==> src/rtl/qspi_flash_reader_if.sv <==
`default_nettype none
// ============================================================================
// Module   : qspi_flash_reader_if
// Desc     : Request/response handshake between XIP line-fill and QSPI reader.
// Revision : 1.0
// ============================================================================
interface qspi_flash_reader_if;
  logic        rd_req;
  logic [23:0] rd_addr;
  logic        busy;
  logic [31:0] rd_data;
  logic        rd_valid;
  logic        rd_done;

  modport master (
    output rd_req, rd_addr,
    input  busy, rd_data, rd_valid, rd_done
  );

  modport slave (
    input  rd_req, rd_addr,
    output busy, rd_data, rd_valid, rd_done
  );
endinterface
`default_nettype wire

==> src/rtl/qspi_flash_reader.sv <==
`default_nettype none
// ============================================================================
// Module   : qspi_flash_reader
// Desc     : Quad I/O Fast Read (0xEB) burst engine for SPI NOR flash.
//            Optional macro FR_CONT_READ_EN: mode byte 0xA0 and CMD skipped
//            on every transaction after the first completed one.
// Revision : 1.0
// ============================================================================
module qspi_flash_reader #(
  parameter int NUM_WORDS    = 4,
  parameter int DUMMY_CYCLES = 4,
  parameter int CEH_CYCLES   = 2
) (
  input  wire logic          HCLK,
  input  wire logic          HRESET,
  qspi_flash_reader_if.slave rd,
  output logic               fr_sck,
  output logic               fr_ce_n,
  output logic [3:0]         fr_dout,
  output logic               fr_douten,
  input  wire logic [3:0]    fr_din
);

  localparam logic [2:0] c_st_rst_seq = 3'd0;
  localparam logic [2:0] c_st_idle    = 3'd1;
  localparam logic [2:0] c_st_cmd     = 3'd2;
  localparam logic [2:0] c_st_addr    = 3'd3;
  localparam logic [2:0] c_st_mode    = 3'd4;
  localparam logic [2:0] c_st_dummy   = 3'd5;
  localparam logic [2:0] c_st_data    = 3'd6;
  localparam logic [2:0] c_st_ceh     = 3'd7;

  localparam logic [7:0] c_cmd        = 8'hEB;
  localparam logic [7:0] c_dummy_last = 8'(DUMMY_CYCLES - 1);
  localparam logic [7:0] c_data_last  = 8'(8 * NUM_WORDS - 1);
  localparam logic [7:0] c_ceh_last   = 8'(CEH_CYCLES - 1);

  logic [2:0]  r_state;
  logic [2:0]  w_state_nxt;
  logic        r_half;
  logic [7:0]  r_cnt;
  logic        r_arm;
  logic [23:0] r_addr;
  logic [27:0] r_shift;
  logic [31:0] r_data;
  logic        r_valid;
  logic        r_done;
  logic        w_skip_cmd;
  logic        w_shifting;
  logic [7:0]  w_last;
  logic        w_sck_end;
  logic        w_nib_end;
  logic        w_word_end;
  logic [31:0] w_word;

`ifdef FR_CONT_READ_EN
  localparam logic [7:0] c_mode = 8'hA0;
  logic r_cont;

  // Flash stays in continuous-read mode once a 0xA0 transaction has completed.
  always_ff @(posedge HCLK) begin
    if (HRESET)
      r_cont <= 1'b0;
    else if (r_state == c_st_data && w_state_nxt == c_st_ceh)
      r_cont <= 1'b1;
  end
  assign w_skip_cmd = r_cont;
`else
  localparam logic [7:0] c_mode = 8'hFF;
  assign w_skip_cmd = 1'b0;
`endif

  // r_half=0 is the SCK-low half; RST_SEQ idles one cycle (r_arm=0) so reset values show first.
  assign w_shifting = (r_state == c_st_rst_seq) ? r_arm
                    : (r_state != c_st_idle) && (r_state != c_st_ceh);

  always_comb begin
    w_last = 8'd0;
    case (r_state)
      c_st_rst_seq: w_last = 8'd7;
      c_st_cmd:     w_last = 8'd7;
      c_st_addr:    w_last = 8'd5;
      c_st_mode:    w_last = 8'd1;
      c_st_dummy:   w_last = c_dummy_last;
      c_st_data:    w_last = c_data_last;
      c_st_ceh:     w_last = c_ceh_last;
      default:      w_last = 8'd0;
    endcase
  end

  assign w_sck_end  = w_shifting && r_half && (r_cnt == w_last);
  assign w_nib_end  = (r_state == c_st_data) && r_half;
  assign w_word_end = w_nib_end && (r_cnt[2:0] == 3'd7);
  assign w_word     = {r_shift, fr_din};

  always_ff @(posedge HCLK) begin
    if (HRESET) begin
      r_state <= c_st_rst_seq;
      r_half  <= 1'b0;
      r_cnt   <= 8'd0;
      r_arm   <= 1'b0;
    end else begin
      r_state <= w_state_nxt;
      if (r_state == c_st_rst_seq)
        r_arm <= 1'b1;
      if (w_state_nxt != r_state) begin
        r_half <= 1'b0;
        r_cnt  <= 8'd0;
      end else if (w_shifting) begin
        r_half <= ~r_half;
        if (r_half)
          r_cnt <= r_cnt + 8'd1;
      end else if (r_state == c_st_ceh) begin
        r_cnt <= r_cnt + 8'd1;
      end
    end
  end

  always_comb begin
    w_state_nxt = r_state;
    case (r_state)
      c_st_rst_seq: if (w_sck_end) w_state_nxt = c_st_ceh;
      c_st_idle:    if (rd.rd_req) w_state_nxt = w_skip_cmd ? c_st_addr : c_st_cmd;
      c_st_cmd:     if (w_sck_end) w_state_nxt = c_st_addr;
      c_st_addr:    if (w_sck_end) w_state_nxt = c_st_mode;
      c_st_mode:    if (w_sck_end) w_state_nxt = c_st_dummy;
      c_st_dummy:   if (w_sck_end) w_state_nxt = c_st_data;
      c_st_data:    if (w_sck_end) w_state_nxt = c_st_ceh;
      c_st_ceh:     if (r_cnt == w_last) w_state_nxt = c_st_idle;
      default:      w_state_nxt = c_st_idle;
    endcase
  end

  always_comb begin
    fr_ce_n   = 1'b1;
    fr_sck    = 1'b0;
    fr_dout   = 4'hF;
    fr_douten = 1'b0;
    case (r_state)
      c_st_rst_seq: begin
        if (r_arm) begin
          fr_ce_n   = 1'b0;
          fr_sck    = r_half;
          fr_douten = 1'b1;
        end
      end
      c_st_cmd: begin
        fr_ce_n   = 1'b0;
        fr_sck    = r_half;
        fr_douten = 1'b1;
        fr_dout   = {3'b110, c_cmd[3'd7 - r_cnt[2:0]]};
      end
      c_st_addr: begin
        fr_ce_n   = 1'b0;
        fr_sck    = r_half;
        fr_douten = 1'b1;
        fr_dout   = r_addr[23:20];
      end
      c_st_mode: begin
        fr_ce_n   = 1'b0;
        fr_sck    = r_half;
        fr_douten = 1'b1;
        fr_dout   = r_cnt[0] ? c_mode[3:0] : c_mode[7:4];
      end
      c_st_dummy, c_st_data: begin
        fr_ce_n = 1'b0;
        fr_sck  = r_half;
      end
      default: ;
    endcase
  end

  // Nibbles shift in MSB-first; the byte swap gives little-endian packing.
  always_ff @(posedge HCLK) begin
    if (HRESET) begin
      r_addr  <= 24'd0;
      r_shift <= 28'd0;
      r_data  <= 32'd0;
      r_valid <= 1'b0;
      r_done  <= 1'b0;
    end else begin
      r_valid <= w_word_end;
      r_done  <= w_word_end && (r_cnt == c_data_last);
      if (r_state == c_st_idle && rd.rd_req)
        r_addr <= {rd.rd_addr[23:2], rd.rd_addr[1:0] & 2'b00};
      else if (r_state == c_st_addr && r_half)
        r_addr <= {r_addr[19:0], 4'h0};
      if (w_nib_end)
        r_shift <= w_word[27:0];
      if (w_word_end)
        r_data <= {w_word[7:0], w_word[15:8], w_word[23:16], w_word[31:24]};
    end
  end

  assign rd.busy     = (r_state != c_st_idle);
  assign rd.rd_data  = r_data;
  assign rd.rd_valid = r_valid;
  assign rd.rd_done  = r_done;

endmodule
`default_nettype wire
==> src/flat_wrapper.sv <==
// flat-port wrapper written by rule: the top's interface ports become plain ports
module qspi_flash_reader_flat 
#(
  parameter int NUM_WORDS    = 4,
  parameter int DUMMY_CYCLES = 4,
  parameter int CEH_CYCLES   = 2
)
  (HCLK, HRESET, fr_sck, fr_ce_n, fr_dout, fr_douten, fr_din, rd_rd_req, rd_rd_addr, rd_busy, rd_rd_data, rd_rd_valid, rd_rd_done);
  qspi_flash_reader_if rd_i ();
  input  wire logic HCLK;
  input  wire logic HRESET;
  output logic fr_sck;
  output logic fr_ce_n;
  output logic [3:0] fr_dout;
  output logic fr_douten;
  input  wire logic [3:0] fr_din;
  input wire logic [$bits(rd_i.rd_req)-1:0] rd_rd_req;
  input wire logic [$bits(rd_i.rd_addr)-1:0] rd_rd_addr;
  output wire logic [$bits(rd_i.busy)-1:0] rd_busy;
  output wire logic [$bits(rd_i.rd_data)-1:0] rd_rd_data;
  output wire logic [$bits(rd_i.rd_valid)-1:0] rd_rd_valid;
  output wire logic [$bits(rd_i.rd_done)-1:0] rd_rd_done;
  assign rd_i.rd_req = rd_rd_req;
  assign rd_i.rd_addr = rd_rd_addr;
  assign rd_busy = rd_i.busy;
  assign rd_rd_data = rd_i.rd_data;
  assign rd_rd_valid = rd_i.rd_valid;
  assign rd_rd_done = rd_i.rd_done;
  qspi_flash_reader #(.NUM_WORDS(NUM_WORDS), .DUMMY_CYCLES(DUMMY_CYCLES), .CEH_CYCLES(CEH_CYCLES)) u_core (.HCLK(HCLK), .HRESET(HRESET), .rd(rd_i), .fr_sck(fr_sck), .fr_ce_n(fr_ce_n), .fr_dout(fr_dout), .fr_douten(fr_douten), .fr_din(fr_din));
endmodule
==> config.mk <==
export PLATFORM = sky130hd
export DESIGN_NAME = qspi_flash_reader_flat
export DESIGN_NICKNAME = d
export VERILOG_FILES = /design/src/rtl/qspi_flash_reader_if.sv /design/src/rtl/qspi_flash_reader.sv /design/src/flat_wrapper.sv
export SDC_FILE = /design/constraint.sdc
export NUM_CORES = 1
export LEC_CHECK = 0
export ABC_AREA = 1
export BUFFER_PORTS_ARGS = -buffer_cell sky130_fd_sc_hd__buf_2
export CAP_MARGIN = 20
export CORE_UTILIZATION = 40
export DETAILED_ROUTE_END_ITERATION = 7
export PLACE_DENSITY_LB_ADDON = 0.1
export SLEW_MARGIN = 20
export SYNTH_ARGS = -nofsm -noshare
export SYNTH_HDL_FRONTEND = slang
export SYNTH_SLANG_ARGS = --single-unit
==> constraint.sdc <==
create_clock -name HCLK -period 1.6 [get_ports HCLK]
set_input_delay 0 -clock HCLK [delete_from_list [all_inputs] [get_ports HCLK]]
set_output_delay 0 -clock HCLK [all_outputs]
set_load 0.05 [all_outputs]
==> results.py <==
metrics = {
    "timing": {
        "setup_violations": 10,
        "post-route-period-util": 1.054,
        "worst_slack_ps": -85.70,
        "rsz0062_at_grt": "yes",
        "fin_skew_ps": 11.61,
        "clock.fmax_ghz": 0.5932,
        "slew_viol_final": 0,
        "fin_setup_tns_ps": -257.0,
        "finalHoldViolCount": 0,
        "period_needed_ps": 1686,
        "worst_pin_slew_ps": 297.1,
        "max-slew-margin-rel": 0.8004,
    },
    "power_and_ir_drop": {
        "max-vdd-ir-drop_v": 0.0004424,
        "power_uw": 4795,
        "power.leakage_uw": 0.002277,
        "power_density_mw_per_mm2": 892.8,
    },
    "synth": {
        "async_reset_ff_frac": 0,
        "synthesis.nets": 558,
        "ys_top_cells_by_area": "dfxtp_1, nand2_1, o21ai_0",
        "ys_ff_latch": 97,
        "synth_top_cell_by_area": "dfxtp_1",
        "yosysTopAreaCellShare": 0.4847,
        "synth_compound_area_frac": 0.1914,
        "synth.avg_cell_area_um2": 7.646,
        "synth_simple_gate_area_frac": 0.2146,
        "synthMuxAreaShare": 0,
        "synthAdderAreaFrac": 0.009369,
        "seq_area_frac_synth": 0.4847,
        "ys_types": 32,
        "netlist_instances": 524,
        "synth-main-ff-cell": "dfxtp_1",
        "yosys_warnings": 0,
        "synth_edf_count": 0,
        "syn-cell-area_mm2": 0.004006,
        "synth-xor-area-share": 0.01093,
        "synth_top_family_by_area": "simple AND/OR/NAND/NOR gates",
    },
    "clock_tree": {
        "cts_buffer_depth": 2,
        "numCtsBuffers": 9,
        "clk_latency_ps": 360,
        "clk_root_buffer_cell": "clkbuf_8",
        "clock_sinks": 97,
        "cts_tree": "yes",
        "cts.clk_slew.worst_paths_ps": 90,
        "htree_levels": 3,
    },
    "layout": {
        "final_nets": 668,
        "drive_above_1_share": 0.2911,
        "mostFrequentLayoutCells": "dfxtp_1, nand2_1, buf_2",
        "syn_to_final_growth_pct": 34.04,
        "final_common_cell": "dfxtp_1",
        "post-route-util": 0.5520,
        "antennaDiodeCount": 0,
        "fill_cells": 983,
    },
    "worst_setup_path": {
        "slowest_delay_ps": 370,
        "cp-start-kind": "flop",
        "path_cells": "buf_12 > nor2_4 > nand3_2 > nand2_2 > nand2_2 > nor2_4 > nand4_1 > buf_4 > nand2_2 > nand3_2 > nand2_1 > nor2_1",
        "cp_max_fo": 5,
        "end_kind": "flop",
        "critical_path_buf_inv_count": 2,
        "cp_slowest_cell": "dfxtp_4",
        "cp.arrival_ps": 1940,
        "cp_common_cell": "nand2_2",
        "cp.required_ps": 1850,
        "crit_family": "simple AND/OR/NAND/NOR gates",
        "worstSetupPathType": "reg2reg",
    },
    "worst_hold_path": {
        "holdCritPathClass": "in2reg",
    },
    "route": {
        "initialDrtViolationCount": 99,
        "postRouteAntennaNets": 0,
        "drt_drc_violations_left": 0,
        "vias_per_cell": 4.872,
        "routed_wl_um": 9951,
        "post_drt_wl_per_cell_um": 12.89,
        "dr.pass1.iters": 4,
        "routed-via-count": 3761,
    },
    "placement": {
        "globalplace.congestion": 0.8956,
        "dp_slack_ps": -85.96,
        "numPortBuffers": 70,
        "dpl.hpwl_um": 6703,
    },
    "global_route": {
        "first_global_vias": 3565,
        "grt_use_total": 0.1998,
        "grt_max_degree": 65,
        "grt_pass1_wl_um": 16330,
        "grt_antenna_before_repair": 0,
        "gr-total-overflow": 0,
    },
    "floorplan": {
        "die_x_um": 102.1,
        "rows": 36,
        "ios": 73,
        "die_area_mm2": 0.01042,
        "fp.coreArea_mm2": 0.009729,
        "fp.dieH_um": 102.1,
        "start_util": 0.4118,
    },
    "run": {
        "drv_cap": 0,
    },
    "outcome": {
        "violations": "setup timing",
        "status": "finished, violations left",
    },
}
==> area by class of cell <==
cell class              instances  area (um^2)  share of cell area
clock inverters                 7        92.59             0.01724
flip-flops and latches         97         1957              0.3644
multi-input cells             341         1896              0.3530
clock buffers                   9        123.9             0.02307
well taps                     133        166.4             0.03099
inverters                      60        230.2             0.04287
repair buffers                125        904.6              0.1685
==> worst paths after layout <==
path | from | to | slack (ps) | depth (start not counted)
setup / recovery | u_core.r_state[1]$_SDFF_PP0_ | u_core.r_state[1]$_SDFF_PP0_ | -90 | 12
hold / removal | rd_rd_addr[22] | u_core.r_addr[22]$_SDFFE_PP0P_ | 60 | 4
setup reg to reg | u_core.r_state[1]$_SDFF_PP0_ | u_core.r_state[1]$_SDFF_PP0_ | -90 | 12
hold reg to reg | u_core.r_shift[26]$_SDFFE_PP0P_ | u_core.rd.rd_data[6]$_SDFFE_PP0P_ | 460 | 2
==> per-layer routing <==
layer  share of wire  wire [um]  GRT usage  vias to the layer above
met5               0          0          0                        -
met4           0.017        168    0.08791                        0
met3           0.030        298    0.03420                       16
met2            0.48       4784     0.3320                       59
met1            0.47       4699     0.2547                     1747
li1                -          -          -                     1939
==> through the flow <==
stage	instance area (um^2)	cells	hold WS (ps)
2_1_floorplan	4035	524	103.1
3_3_place_gp	4696	730	208.8
3_5_place_dp	4696	730	207.9
4_1_cts	5132	764	16.76
5_1_grt	5370	772	70.59
6_report	5370	772	55.77
==> registers in the layout (all words and copies together) (netlist names) <==
name / flops
u_core.r_arm: 1
u_core.r_state: 3
u_core.r_addr: 22
u_core.r_half: 1
u_core.rd.rd_done: 1
u_core.rd.rd_valid: 1
u_core.r_cnt: 8
u_core.r_shift: 28
u_core.rd.rd_data: 32
==> cell usage after synthesis, types with 2 or more instances <==
master and count:
dfxtp_1 97, nand2_1 88, o21ai_0 62, a21oi_1 56
inv_1 55, nand3_1 46, nor2_1 23, clkbuf_1 16
o21bai_1 10, buf_2 6, nand2_2 6, nor2_2 6
a31oi_1 5, nor3_1 5, o21ai_1 5, xor2_1 5
inv_2 4, nand4_1 4, o211ai_1 4, or2_2 4
ha_1 3, buf_4 2, buf_6 2, nor2_4 2
==> kinds of logic after synthesis <==
logic type | Yosys count
xor+xnor | 5
buf+inv | 87
fa+ha+maj | 3
simple gates | 188
compound gates | 144
flops | 97
==> worst reg2reg max path, cell delays in order, from the launching register on <==
cell and delay (ps):
dfxtp_4 370, buf_12 130, nor2_4 140, nand3_2 90, nand2_2 70, nand2_2 60
nor2_4 130, nand4_1 140, buf_4 170, nand2_2 60, nand3_2 70, nand2_1 80
nor2_1 50
==> power breakdown <==
group / switching, uW / leakage (uW) / internal, uW / total (uW)
sequential: 30.3 / 0.000785 / 2440 / 2470
combinational: 343 / 0.00138 / 253 / 596
clock: 848 / 0.000114 / 884 / 1730
total: 1220 / 0.00228 / 3570 / 4790
==> timing repair <==
item / 4_1_cts / 5_1_grt
endpoints found under the setup margin: 33 / 58
buffers inserted: 1 / 6
hold endpoints to repair: 25 / 0
gates cloned: 0 / 2
hold buffers: 17 / 0
pin swaps: 0 / 22
resized for setup: 14 / 56
No activity file was read; power rests on OpenSTA's default activity.
